### config.mk
export PLATFORM = sky130hd
export DESIGN_NAME = mem_port_arbiter
export DESIGN_NICKNAME = d
export VERILOG_FILES = /design/src/rtl/mem_arb_pkg.sv /design/src/rtl/mem_arb_pick.sv /design/src/rtl/mem_port_arbiter.sv
export SDC_FILE = /design/constraint.sdc
export NUM_CORES = 1
export LEC_CHECK = 0
export ABC_AREA = 0
export BUFFER_PORTS_ARGS = -buffer_cell sky130_fd_sc_hd__buf_4
export CAP_MARGIN = 20
export CORE_MARGIN = 1.5
export CORE_UTILIZATION = 40
export CTS_CLUSTER_SIZE = 24
export DETAILED_ROUTE_END_ITERATION = 10
export PLACE_DENSITY = 0.72
export SETUP_SLACK_MARGIN = 0.15
export SLEW_MARGIN = 10
export SYNTH_ARGS = -nofsm -noshare
export SYNTH_HDL_FRONTEND = slang
export SYNTH_SLANG_ARGS = --single-unit
export TNS_END_PERCENT = 5
### constraint.sdc
create_clock -name clk -period 7.12 [get_ports clk]
set_input_delay 1.068 -clock clk [delete_from_list [all_inputs] [get_ports clk]]
set_output_delay 1.068 -clock clk [all_outputs]
set_load 0.005 [all_outputs]
### src/rtl/mem_arb_pkg.sv
// Shared definitions for the two-port memory arbiter.
// Provides the FSM state type, the port identifiers used by the winner
// select, and a helper that derives the byte-mask width from the data width.
package mem_arb_pkg;

  typedef enum logic [1:0] {
    ARB_IDLE   = 2'd0,
    ARB_BUSY_I = 2'd1,
    ARB_BUSY_D = 2'd2
  } arb_state_t;

  localparam logic ARB_PORT_I = 1'b0;
  localparam logic ARB_PORT_D = 1'b1;

  // One byte enable per 8 data bits.
  function automatic int mask_width(input int data_width);
    return data_width / 8;
  endfunction

endpackage

### src/rtl/mem_arb_pick.sv
// Winner select and starvation guard for the memory arbiter.
// Ports:
//   clk, rst      clock and asynchronous active-high reset
//   idle          arbiter FSM is in ARB_IDLE (arbitration edge)
//   i_req, d_req  requests from the fetch and load/store masters
//   grant         a grant is issued at this edge
//   win           winning port (ARB_PORT_I / ARB_PORT_D), valid with grant
module mem_arb_pick
  import mem_arb_pkg::*;
#(
  parameter int STARVE_LIMIT = 4
) (
  input  logic clk,
  input  logic rst,
  input  logic idle,
  input  logic i_req,
  input  logic d_req,
  output logic grant,
  output logic win
);

  localparam int SW = $clog2(STARVE_LIMIT + 1);
  localparam logic [SW-1:0] LIMIT = SW'(STARVE_LIMIT);

  logic [SW-1:0] streak_r;
  logic          at_limit_s;

  // D wins contention unless I has already been passed over LIMIT times.
  always_comb begin
    at_limit_s = (streak_r == LIMIT);
    grant      = idle & (i_req | d_req);
    if (d_req && !(i_req && at_limit_s)) begin
      win = ARB_PORT_D;
    end else begin
      win = ARB_PORT_I;
    end
  end

  // Streak of D grants issued while I was waiting; only moves at idle edges.
  always_ff @(posedge clk or posedge rst) begin
    if (rst) begin
      streak_r <= '0;
    end else if (idle) begin
      if (!i_req) begin
        streak_r <= '0;
      end else if (win == ARB_PORT_I) begin
        streak_r <= '0;
      end else if (!at_limit_s) begin
        streak_r <= streak_r + SW'(1);
      end else begin
        streak_r <= streak_r;
      end
    end else begin
      streak_r <= streak_r;
    end
  end

endmodule

### src/rtl/mem_port_arbiter.sv
// Shares one single-port memory between instruction fetch (I) and
// load/store (D). One transaction outstanding at a time; D preferred, with
// a starvation guard for I. All outputs are registered.
// Ports:
//   clk, rst                       clock, asynchronous active-high reset
//   i_*/d_* req,we,addr,wdata,wmask master requests and payloads
//   i_gnt/d_gnt                    one-cycle pulse: request captured
//   i_rvalid/d_rvalid, *_rdata     completion pulse and held read data
//   s_req,s_we,s_addr,s_wdata,s_wmask  registered request toward memory
//   s_ack, s_rdata                 memory completion and read data
module mem_port_arbiter
  import mem_arb_pkg::*;
#(
  parameter int ADDR_WIDTH   = 32,
  parameter int DATA_WIDTH   = 32,
  parameter int STARVE_LIMIT = 4
) (
  input  logic                               clk,
  input  logic                               rst,
  input  logic                               i_req,
  input  logic                               i_we,
  input  logic [ADDR_WIDTH-1:0]              i_addr,
  input  logic [DATA_WIDTH-1:0]              i_wdata,
  input  logic [mask_width(DATA_WIDTH)-1:0]  i_wmask,
  output logic                               i_gnt,
  output logic                               i_rvalid,
  output logic [DATA_WIDTH-1:0]              i_rdata,
  input  logic                               d_req,
  input  logic                               d_we,
  input  logic [ADDR_WIDTH-1:0]              d_addr,
  input  logic [DATA_WIDTH-1:0]              d_wdata,
  input  logic [mask_width(DATA_WIDTH)-1:0]  d_wmask,
  output logic                               d_gnt,
  output logic                               d_rvalid,
  output logic [DATA_WIDTH-1:0]              d_rdata,
  output logic                               s_req,
  output logic                               s_we,
  output logic [ADDR_WIDTH-1:0]              s_addr,
  output logic [DATA_WIDTH-1:0]              s_wdata,
  output logic [mask_width(DATA_WIDTH)-1:0]  s_wmask,
  input  logic                               s_ack,
  input  logic [DATA_WIDTH-1:0]              s_rdata
);

  arb_state_t state_r;
  logic       idle_s;
  logic       pick_grant_s;
  logic       pick_win_s;

  // Arbitration only happens while nothing is outstanding.
  always_comb begin
    idle_s = (state_r == ARB_IDLE);
  end

  mem_arb_pick #(
    .STARVE_LIMIT(STARVE_LIMIT)
  ) u_pick (
    .clk  (clk),
    .rst  (rst),
    .idle (idle_s),
    .i_req(i_req),
    .d_req(d_req),
    .grant(pick_grant_s),
    .win  (pick_win_s)
  );

  // Arbiter FSM: grant/capture payload in IDLE, wait for s_ack in BUSY.
  always_ff @(posedge clk or posedge rst) begin
    if (rst) begin
      state_r  <= ARB_IDLE;
      i_gnt    <= 1'b0;
      d_gnt    <= 1'b0;
      i_rvalid <= 1'b0;
      d_rvalid <= 1'b0;
      i_rdata  <= '0;
      d_rdata  <= '0;
      s_req    <= 1'b0;
      s_we     <= 1'b0;
      s_addr   <= '0;
      s_wdata  <= '0;
      s_wmask  <= '0;
    end else begin
      i_gnt    <= 1'b0;
      d_gnt    <= 1'b0;
      i_rvalid <= 1'b0;
      d_rvalid <= 1'b0;
      case (state_r)
        ARB_IDLE: begin
          // A stray s_ack here is deliberately ignored.
          if (pick_grant_s) begin
            s_req <= 1'b1;
            if (pick_win_s == ARB_PORT_D) begin
              s_we    <= d_we;
              s_addr  <= d_addr;
              s_wdata <= d_wdata;
              s_wmask <= d_wmask;
              d_gnt   <= 1'b1;
              state_r <= ARB_BUSY_D;
            end else begin
              s_we    <= i_we;
              s_addr  <= i_addr;
              s_wdata <= i_wdata;
              s_wmask <= i_wmask;
              i_gnt   <= 1'b1;
              state_r <= ARB_BUSY_I;
            end
          end else begin
            s_req <= 1'b0;
          end
        end
        ARB_BUSY_I: begin
          if (s_ack) begin
            if (!s_we) begin
              i_rdata <= s_rdata;
            end else begin
              i_rdata <= i_rdata;
            end
            i_rvalid <= 1'b1;
            s_req    <= 1'b0;
            state_r  <= ARB_IDLE;
          end else begin
            state_r <= ARB_BUSY_I;
          end
        end
        ARB_BUSY_D: begin
          if (s_ack) begin
            if (!s_we) begin
              d_rdata <= s_rdata;
            end else begin
              d_rdata <= d_rdata;
            end
            d_rvalid <= 1'b1;
            s_req    <= 1'b0;
            state_r  <= ARB_IDLE;
          end else begin
            state_r <= ARB_BUSY_D;
          end
        end
        default: begin
          s_req   <= 1'b0;
          state_r <= ARB_IDLE;
        end
      endcase
    end
  end

endmodule

* Yosys cells after proc, flatten, opt, wreduce, memory -nomap -nowiden
Index checks and enable logic that the tools add are counted.
** Storage, ports and cells
- Input bits :: 175
- Logic and storage cells :: 57
- Output and inout bits :: 138
- Flip-flop bits (word level) :: 143
** Cells by class
- Equal/unequal tests :: 6
- Bitwise gates (word level) :: 3
- Mux-type cells :: 25
- Add/sub/neg operators :: 1
- Reduce and logical (&&, ||, !) cells :: 9
** Operators with widths (count)
- 32-bit 2-to-1 mux :: 2
- 1-bit 2-to-1 mux :: 14
- 3-bit 2-to-1 mux :: 3
- 2-bit 2-to-1 mux :: 3
- 2-bit case mux with 3 select lines :: 1
- 3-bit AND reduction :: 2
- 4-bit 2-to-1 mux :: 1
- 2-bit AND reduction :: 2
- 3-bit by 1-bit adder with 3-bit output, second input constant :: 1
- 3-bit == test, second input constant :: 1
- 3-bit != test, second input constant :: 1
- 2-bit by 1-bit == test with 1-bit output, second input constant :: 1
- 2-bit == test, second input constant :: 1
- 1-bit logical AND :: 2
- 2-bit zero test :: 1
- 2-bit by 1-bit != test with 1-bit output, second input constant :: 1
- 2-bit != test, second input constant :: 1
- 1-bit case mux with 2 select lines :: 1
- 2-bit OR reduction :: 1
- 1-bit bitwise AND :: 1
- 1-bit zero test :: 1
- 1-bit NOT :: 1
- 1-bit OR :: 1

* Longest topological paths before layout
Gate-level depths: netlist of run 1.
- Word-level depth :: 8
- Depth in mapped cells :: 8
- Depth with buffers taken out :: 5

* Modules after synthesis
A second synthesis of run 1 with hierarchy kept.
** Unflattened totals
- Cells, all modules :: 497
- Area, all modules :: 6364.9 um^2
** Modules (own cells, without submodules)
- mem_port_arbiter :: times used 1, area an instance 6158.4 um^2, cells each 473
- mem_arb_pick :: times used 1, area an instance 206.4 um^2, cells each 24

* Worst setup path after synthesis of run 1
Ideal clock, no wire load.
- Kind :: input port to flip-flop
- Start point :: in d_req
- End point :: reg s_addr[0]
- Stages :: 5
- Data arrival time :: 2056 ps
- Setup slack :: 4938 ps
- Setup time :: 126 ps
- Buffers on the path :: 2
- Cells stage by stage :: clkbuf_1 o21ai_1 clkbuf_1 and2_1 a221o_1
** Between the ends
- Longest elaborated chain between the ends :: 3
** Ends and longest elaborated chain
- start: declaration :: RTL line mem_port_arbiter.sv:28 : input logic d_req,
- 1-bit OR or 1-bit logical AND (tied branches) :: RTL line mem_arb_pick.sv:31, mem_arb_pick.sv:32
- 1-bit bitwise AND or 1-bit 2-to-1 mux (tied branches) :: RTL line mem_arb_pick.sv:31, mem_arb_pick.sv:32
- 2-bit AND reduction (no source line) or 32-bit 2-to-1 mux (tied branches)
- end signal: assignment :: RTL line mem_port_arbiter.sv:94 : s_addr <= d_addr;
- end signal: assignment :: RTL line mem_port_arbiter.sv:101 : s_addr <= i_addr;
- end: declaration :: RTL line mem_port_arbiter.sv:38 : output logic [ADDR_WIDTH-1:0] s_addr,
Parallel ways exist; a longest one is shown, timed or not.
A chain may end at the register's enable or synchronous reset.

* Final worst setup path of run 1
- Start point :: reg state_r[0]
- End point :: reg s_wdata[24]
** Between the ends
- Longest elaborated chain between the ends :: 3
** Ends and longest elaborated chain
- start: declaration :: RTL line mem_port_arbiter.sv:45 : arb_state_t state_r;
- start signal: assignment :: RTL line mem_port_arbiter.sv:70 : state_r <= ARB_IDLE;
- start signal: assignment :: RTL line mem_port_arbiter.sv:98 : state_r <= ARB_BUSY_D;
- start signal: assignment :: RTL line mem_port_arbiter.sv:105 : state_r <= ARB_BUSY_I;
- 2-bit zero test * :: RTL line mem_port_arbiter.sv:52, mem_port_arbiter.sv:87
- 1-bit bitwise AND :: RTL line mem_arb_pick.sv:31 : grant = idle & (i_req | d_req);
- 2-bit AND reduction (no source line) *
- end signal: assignment :: RTL line mem_port_arbiter.sv:95 : s_wdata <= d_wdata;
- end signal: assignment :: RTL line mem_port_arbiter.sv:102 : s_wdata <= i_wdata;
- end: declaration :: RTL line mem_port_arbiter.sv:39 : output logic [DATA_WIDTH-1:0] s_wdata,
Mark *: on every way between the ends. The rest lies on a longest branch, timed or not.

==> results.json, run 1 <==
{
  "max_slew_margin": 0.541,
  "overflow": 0,
  "wire_per_inst_um": 18.3,
  "power_mw": 3.81,
  "hold_buffers": 0,
  "routed_via_density": 5.26,
  "yosysTopAreaCell": "dfrtp_1",
  "final_antenna_net_count": 0,
  "swShare": 0.305,
  "chipHeight_um": 125,
  "power.density_nw_per_um2": 424,
  "path_cells": "inv_1, ha_1, nand2_1, nor2_4, buf_4, a221o_1",
  "netlist_area_um2": 5990,
  "rows": 44,
  "ys.flop_type": "dfrtp_1",
  "die_area_um2": 15700,
  "cts_buffer_depth": 2,
  "synthArstFlopShare": 1.00,
  "yosysWarnings": 0,
  "start_util": 0.411,
  "worst_pin_slew_ns": 0.689,
  "period_share": 0.355,
  "synth.avg_cell_area_um2": 13.3,
  "globalplace.congestion": 0.854,
  "fmax_mhz": 396,
  "ys_types": 32,
  "synth_top_area_share": 0.597,
  "place_ws_ns": 4.41,
  "cap_violations": 0,
  "post-route-util": 0.617,
  "tns_ns": 0,
  "cts.sinks": 143,
  "dr.first_iter.drc_count": 251,
  "power.leakage_nw": 4.41,
  "synthToLayoutAreaGrowth_pct": 50.3,
  "critPathMaxFanout": 50,
  "pin_count": 313,
  "dpl.hpwl_um": 12700,
  "required_ns": 7.46,
  "p_seq_frac": 0.374,
  "critPathCaptureType": "flip-flop",
  "layout_min_cycle_time_ns": 2.52,
  "die_x_um": 125,
  "numPortBuffers": 312,
  "wirelength_um": 17300,
  "cts_tree": "built",
  "max-vdd-ir-drop_uv": 185,
  "drv_slew": 0,
  "dr.pass1.iters": 4,
  "hold_viol_final": 0,
  "power.internal_mw": 2.65,
  "ys_seq_area_frac": 0.597,
  "clkPwrFrac": 0.210,
  "synth_nets": 632,
  "rrSetupSlack_ns": 4.60,
  "clock_latency_ns": 0.41,
  "comb_power_share": 0.416,
  "antenna_found_initial": 0,
  "htree_num_levels": 4,
  "netlist_instances": 450,
  "outcome": "finished clean",
  "fin_ws_ns": 4.60,
  "synth_common_cells": "dfrtp_1, and2_1, mux2_2, a221o_1, nand2_1",
  "rsz0062_at_grt": "false",
  "drc": 0,
  "synth-seq-cells": 143,
  "grt_pass1_wl_um": 27400,
  "synth_edf_count": 0,
  "synthTopCellsByArea": "dfrtp_1, mux2_2, a221o_1",
  "cts_resized": 0,
  "vias": 4979,
  "startpoint_type": "flip-flop",
  "n_antenna_cell": 0,
  "hold_class": "flip-flop to flip-flop",
  "clk_pin_slew_ns": 0.06,
  "drive_gt1_frac": 0.537,
  "nets": 934,
  "crit_path_max_incr_delay_ns": 0.60,
  "track_usage": 0.223,
  "cts-root-buf": "clkbuf_16",
  "crit_type": "flip-flop to flip-flop",
  "setup_viol": 0,
  "grt_pass1_vias": 5220,
  "cp_slowest_cell": "ha_1",
  "arrival_ns": 2.87,
  "yosysMostFrequentCell": "dfrtp_1",
  "cts_buffers": 17,
  "postCtsSetupRepairBufs": 0,
  "p_sw_mw": 1.16,
  "core_area_um2": 14600,
  "grt_start_max_net_pins": 81,
  "skew_ns": 0.00974
}
-- power groups by stage --
stage | logic (mW) | registers [mW] | clock network (mW)
after detailed placement | 1.61 | 1.42 | 0
after global routing | 1.72 | 1.48 | 0.860
after floorplan | 0.735 | 1.43 | 0
final | 1.59 | 1.43 | 0.802
after global placement | 1.56 | 1.42 | 0
after CTS | 1.60 | 1.43 | 0.822
-- kinds of logic after synthesis --
family / Yosys count / share of synthesized area
and+or+nand+nor: 110 / 0.106
muxes: 66 / 0.124
adders and majority gates: 7 / 0.0146
DFF: 143 / 0.597
buffers and inverters: 44 / 0.0353
AOI/OAI and AO/OA: 80 / 0.123
-- flip-flops by register name, indices dropped and copies added (netlist names) --
name,flops
s_req,1
d_rvalid,1
s_wdata,32
state_r,2
d_gnt,1
s_wmask,4
i_rdata,32
i_rvalid,1
s_we,1
d_rdata,32
s_addr,32
u_pick.streak_r,3
i_gnt,1
-- stage by stage --
stage	cells	hold slack, ns	instance area (um2)
after floorplan	450	0.489	5990
after global placement	916	0.480	8450
after detailed placement	916	0.483	8450
after CTS	945	0.495	8970
after global routing	946	0.509	9000
final	946	0.493	9000
-- area by class of cell --
type	instances	area [um2]
fillers	1174	5590
flip-flops and latches	143	3580
repair buffers	318	2410
multi-input cells	263	2220
clock buffers	22	464
well taps	184	230
clock inverters	7	65.1
inverters	9	38.8
-- critical path, delay by kind of cell (launching register included) --
| kind | cells | cell delay [ns] |
|---|---|---|
| buffers and inverters | 2 | 0.63 |
| adder cells (fa/ha/maj) | 1 | 0.60 |
| flip-flops | 1 | 0.42 |
| AND/OR/NAND/NOR | 2 | 0.52 |
| AO/OA/AOI/OAI | 1 | 0.25 |
-- worst paths after layout --
| path | startpoint | cells after the start | to |
|---|---|---|---|
| max | state_r[0] | 6 | s_wdata[24] |
| min | i_rdata[12] | 1 | i_rdata[12] |
| max reg2reg | state_r[0] | 6 | s_wdata[24] |
| min reg2reg | i_rdata[12] | 1 | i_rdata[12] |
| max in group asynchronous | rst | 4 | d_rdata[6] |
| min in group asynchronous | rst | 2 | s_wdata[6] |
-- placed cells by master, fill, tap and decap left out, drive strengths merged, types with 2 or more instances in the layout --
cell,n
buf,318
dfrtp,143
mux2,64
and2,59
a221o,56
nand2,28
clkbuf,22
nand4,14
o211ai,13
inv,9
ha,7
clkinv,4
nand2b,2
o21a,2
o22ai,2
mux2i,2
clkinvlp,2
nand3,2
-- layer usage --
layer,vias to the layer above,GRT usage,wire (um)
li1,2255,-,-
met1,2433,0.275,7060
met2,266,0.373,8580
met3,25,0.0659,1340
met4,0,0.0782,355
met5,-,0,0
Power figures use the tool's default switching activity.
==> inputs of run 2 (changes only) <==
==> constraint.sdc (replaced) <==
create_clock -name clk -period 2.5 [get_ports clk]
set_input_delay 0.375 -clock clk [delete_from_list [all_inputs] [get_ports clk]]
set_output_delay 0.375 -clock clk [all_outputs]
set_load 0.005 [all_outputs]
==> run 2 against run 1 <==
Net effect:
- sequential power rose to 2.8 times the previous value
- wire length up 1.3%
- core utilization up 0.64 points
- combinational power rose to 2.9 times the previous value
- critical path type unchanged
- flip-flop and latch count unchanged
- hold slack worse by 0.49 ns
- via count up 0.50%
- highest routed layer unchanged
- clock skew down 0.0042 ns
- worst setup slack worse by 4.2 ns
==> results.json, run 2 (synthesis results as in run 1) <==
{
  "hold_viol_final": 0,
  "place_area_um2": 8500,
  "arrival_ns": 2.42,
  "fmax_mhz": 482,
  "nFillCells": 1144,
  "comb_power_share": 0.411,
  "wire_per_inst_um": 18.4,
  "startpoint_type": "flip-flop",
  "grt_pass1_wl_um": 27700,
  "fin_hold_ws_ns": 0.00337,
  "cp_num_buf_inv": 2,
  "globalplace.congestion": 0.780,
  "cp_slowest_cell": "and3_4",
  "die_area_um2": 15700,
  "wirelength_um": 17600,
  "track_usage": 0.224,
  "numPortBuffers": 312,
  "clkPwrFrac": 0.229,
  "rrSetupSlack_ns": 0.42,
  "period_share": 0.830,
  "outcome": "finished clean",
  "cap_violations": 0,
  "final_cell_count_no_fill": 952,
  "final_antenna_net_count": 0,
  "postCtsSetupRepairBufs": 0,
  "critical-path-top-delay-family": "simple AND/OR/NAND/NOR gates",
  "dr.first_iter.drc_count": 260,
  "routed_via_density": 5.26,
  "r2r-start": "state_r[0]",
  "critPathCaptureType": "flip-flop",
  "clock_latency_ns": 0.41,
  "cts_tree": "built",
  "p_seq_frac": 0.360,
  "hold_class": "primary input to asynchronous set/reset pin",
  "chipHeight_um": 125,
  "start_util": 0.411,
  "drive_gt1_frac": 0.542,
  "drc": 0,
  "power.density_nw_per_um2": 1230,
  "cts-root-buf": "clkbuf_16",
  "cts.sinks": 143,
  "clk_pin_slew_ns": 0.06,
  "tns_ns": 0,
  "dpl.hpwl_um": 13000,
  "die_x_um": 125,
  "grt_pass1_vias": 5165,
  "synthToLayoutAreaGrowth_pct": 51.9,
  "crit_path_max_incr_delay_ns": 0.65,
  "layout_commonest_cell": "buf_4",
  "setup_viol": 0,
  "antenna_found_initial": 0,
  "nets": 937,
  "power.internal_mw": 7.76,
  "rr_worst_depth": 5,
  "overflow": 0,
  "pin_count": 313,
  "max_slew_margin": 0.549,
  "p_sw_mw": 3.47,
  "cts_buffers": 17,
  "crit_type": "flip-flop to flip-flop",
  "max-vdd-ir-drop_uv": 462,
  "mostFrequentLayoutCells": "buf_4, dfrtp_1, and2_1, mux2_2, a221o_1",
  "power.leakage_nw": 4.44,
  "design_area_um2": 9100,
  "rsz0062_at_grt": "false",
  "dr.pass1.iters": 5,
  "worst_pin_slew_ns": 0.676,
  "cts_buffer_depth": 2,
  "r2r_end": "s_wdata[21]",
  "path_cells": "inv_1, ha_1, buf_4, and3_4, a221o_1",
  "dp.cells": 920,
  "required_ns": 2.84,
  "skew_ns": 0.00555,
  "critPathMaxFanout": 58,
  "n_antenna_cell": 0,
  "layout_min_cycle_time_ns": 2.08,
  "swShare": 0.309,
  "cts_resized": 0,
  "rows": 44,
  "vias": 5004,
  "hold_buffers": 0,
  "grt_start_max_net_pins": 66,
  "core_area_um2": 14600,
  "htree_num_levels": 4,
  "drv_slew": 0
}
-- run 2: layer usage --
metal	track usage	wire, um	vias up
met5	0	0	-
met4	0.0929	558	0
met3	0.0702	1530	40
met2	0.374	8670	274
met1	0.270	6810	2428
li1	-	-	2262
-- run 2: cell type report --
class,count,area (um2),area share
Sequential cell,143,3580,0.393
Timing Repair Buffer,321,2430,0.268
Multi-Input combinational cell,263,2220,0.244
Clock buffer,19,433,0.0476
Tap cell,184,230,0.0253
Clock inverter,13,164,0.0180
Inverter,9,37.5,0.00413
-- run 2: stage by stage --
step,utilization,total power [mW],worst slack (ns)
2_1_floorplan,-,6.16,0.334
5_1_grt,0.623,11.9,0.302
3_3_place_gp,0.583,8.53,0.548
4_1_cts,0.623,11.3,0.445
3_5_place_dp,0.583,8.72,0.451
6_report,0.623,11.2,0.425
-- run 2: worst max path at each step --
stage	from	to	slack, ns	depth (start not counted)
2_1_floorplan	rst	d_gnt	0.33	1
3_3_place_gp	state_r[0]	s_wdata[16]	0.55	5
3_5_place_dp	state_r[1]	s_wdata[28]	0.45	5
4_1_cts	state_r[1]	s_wdata[23]	0.45	5
5_1_grt	state_r[1]	s_wdata[19]	0.30	5
6_report	state_r[0]	s_wdata[21]	0.42	5
-- run 2: power groups by stage --
stage	combinational, mW	clock (mW)	sequential (mW)
6_report	4.62	2.57	4.04
3_3_place_gp	4.52	0	4.01
3_5_place_dp	4.67	0	4.05
2_1_floorplan	2.09	0	4.07
5_1_grt	4.98	2.72	4.17
4_1_cts	4.67	2.62	4.04
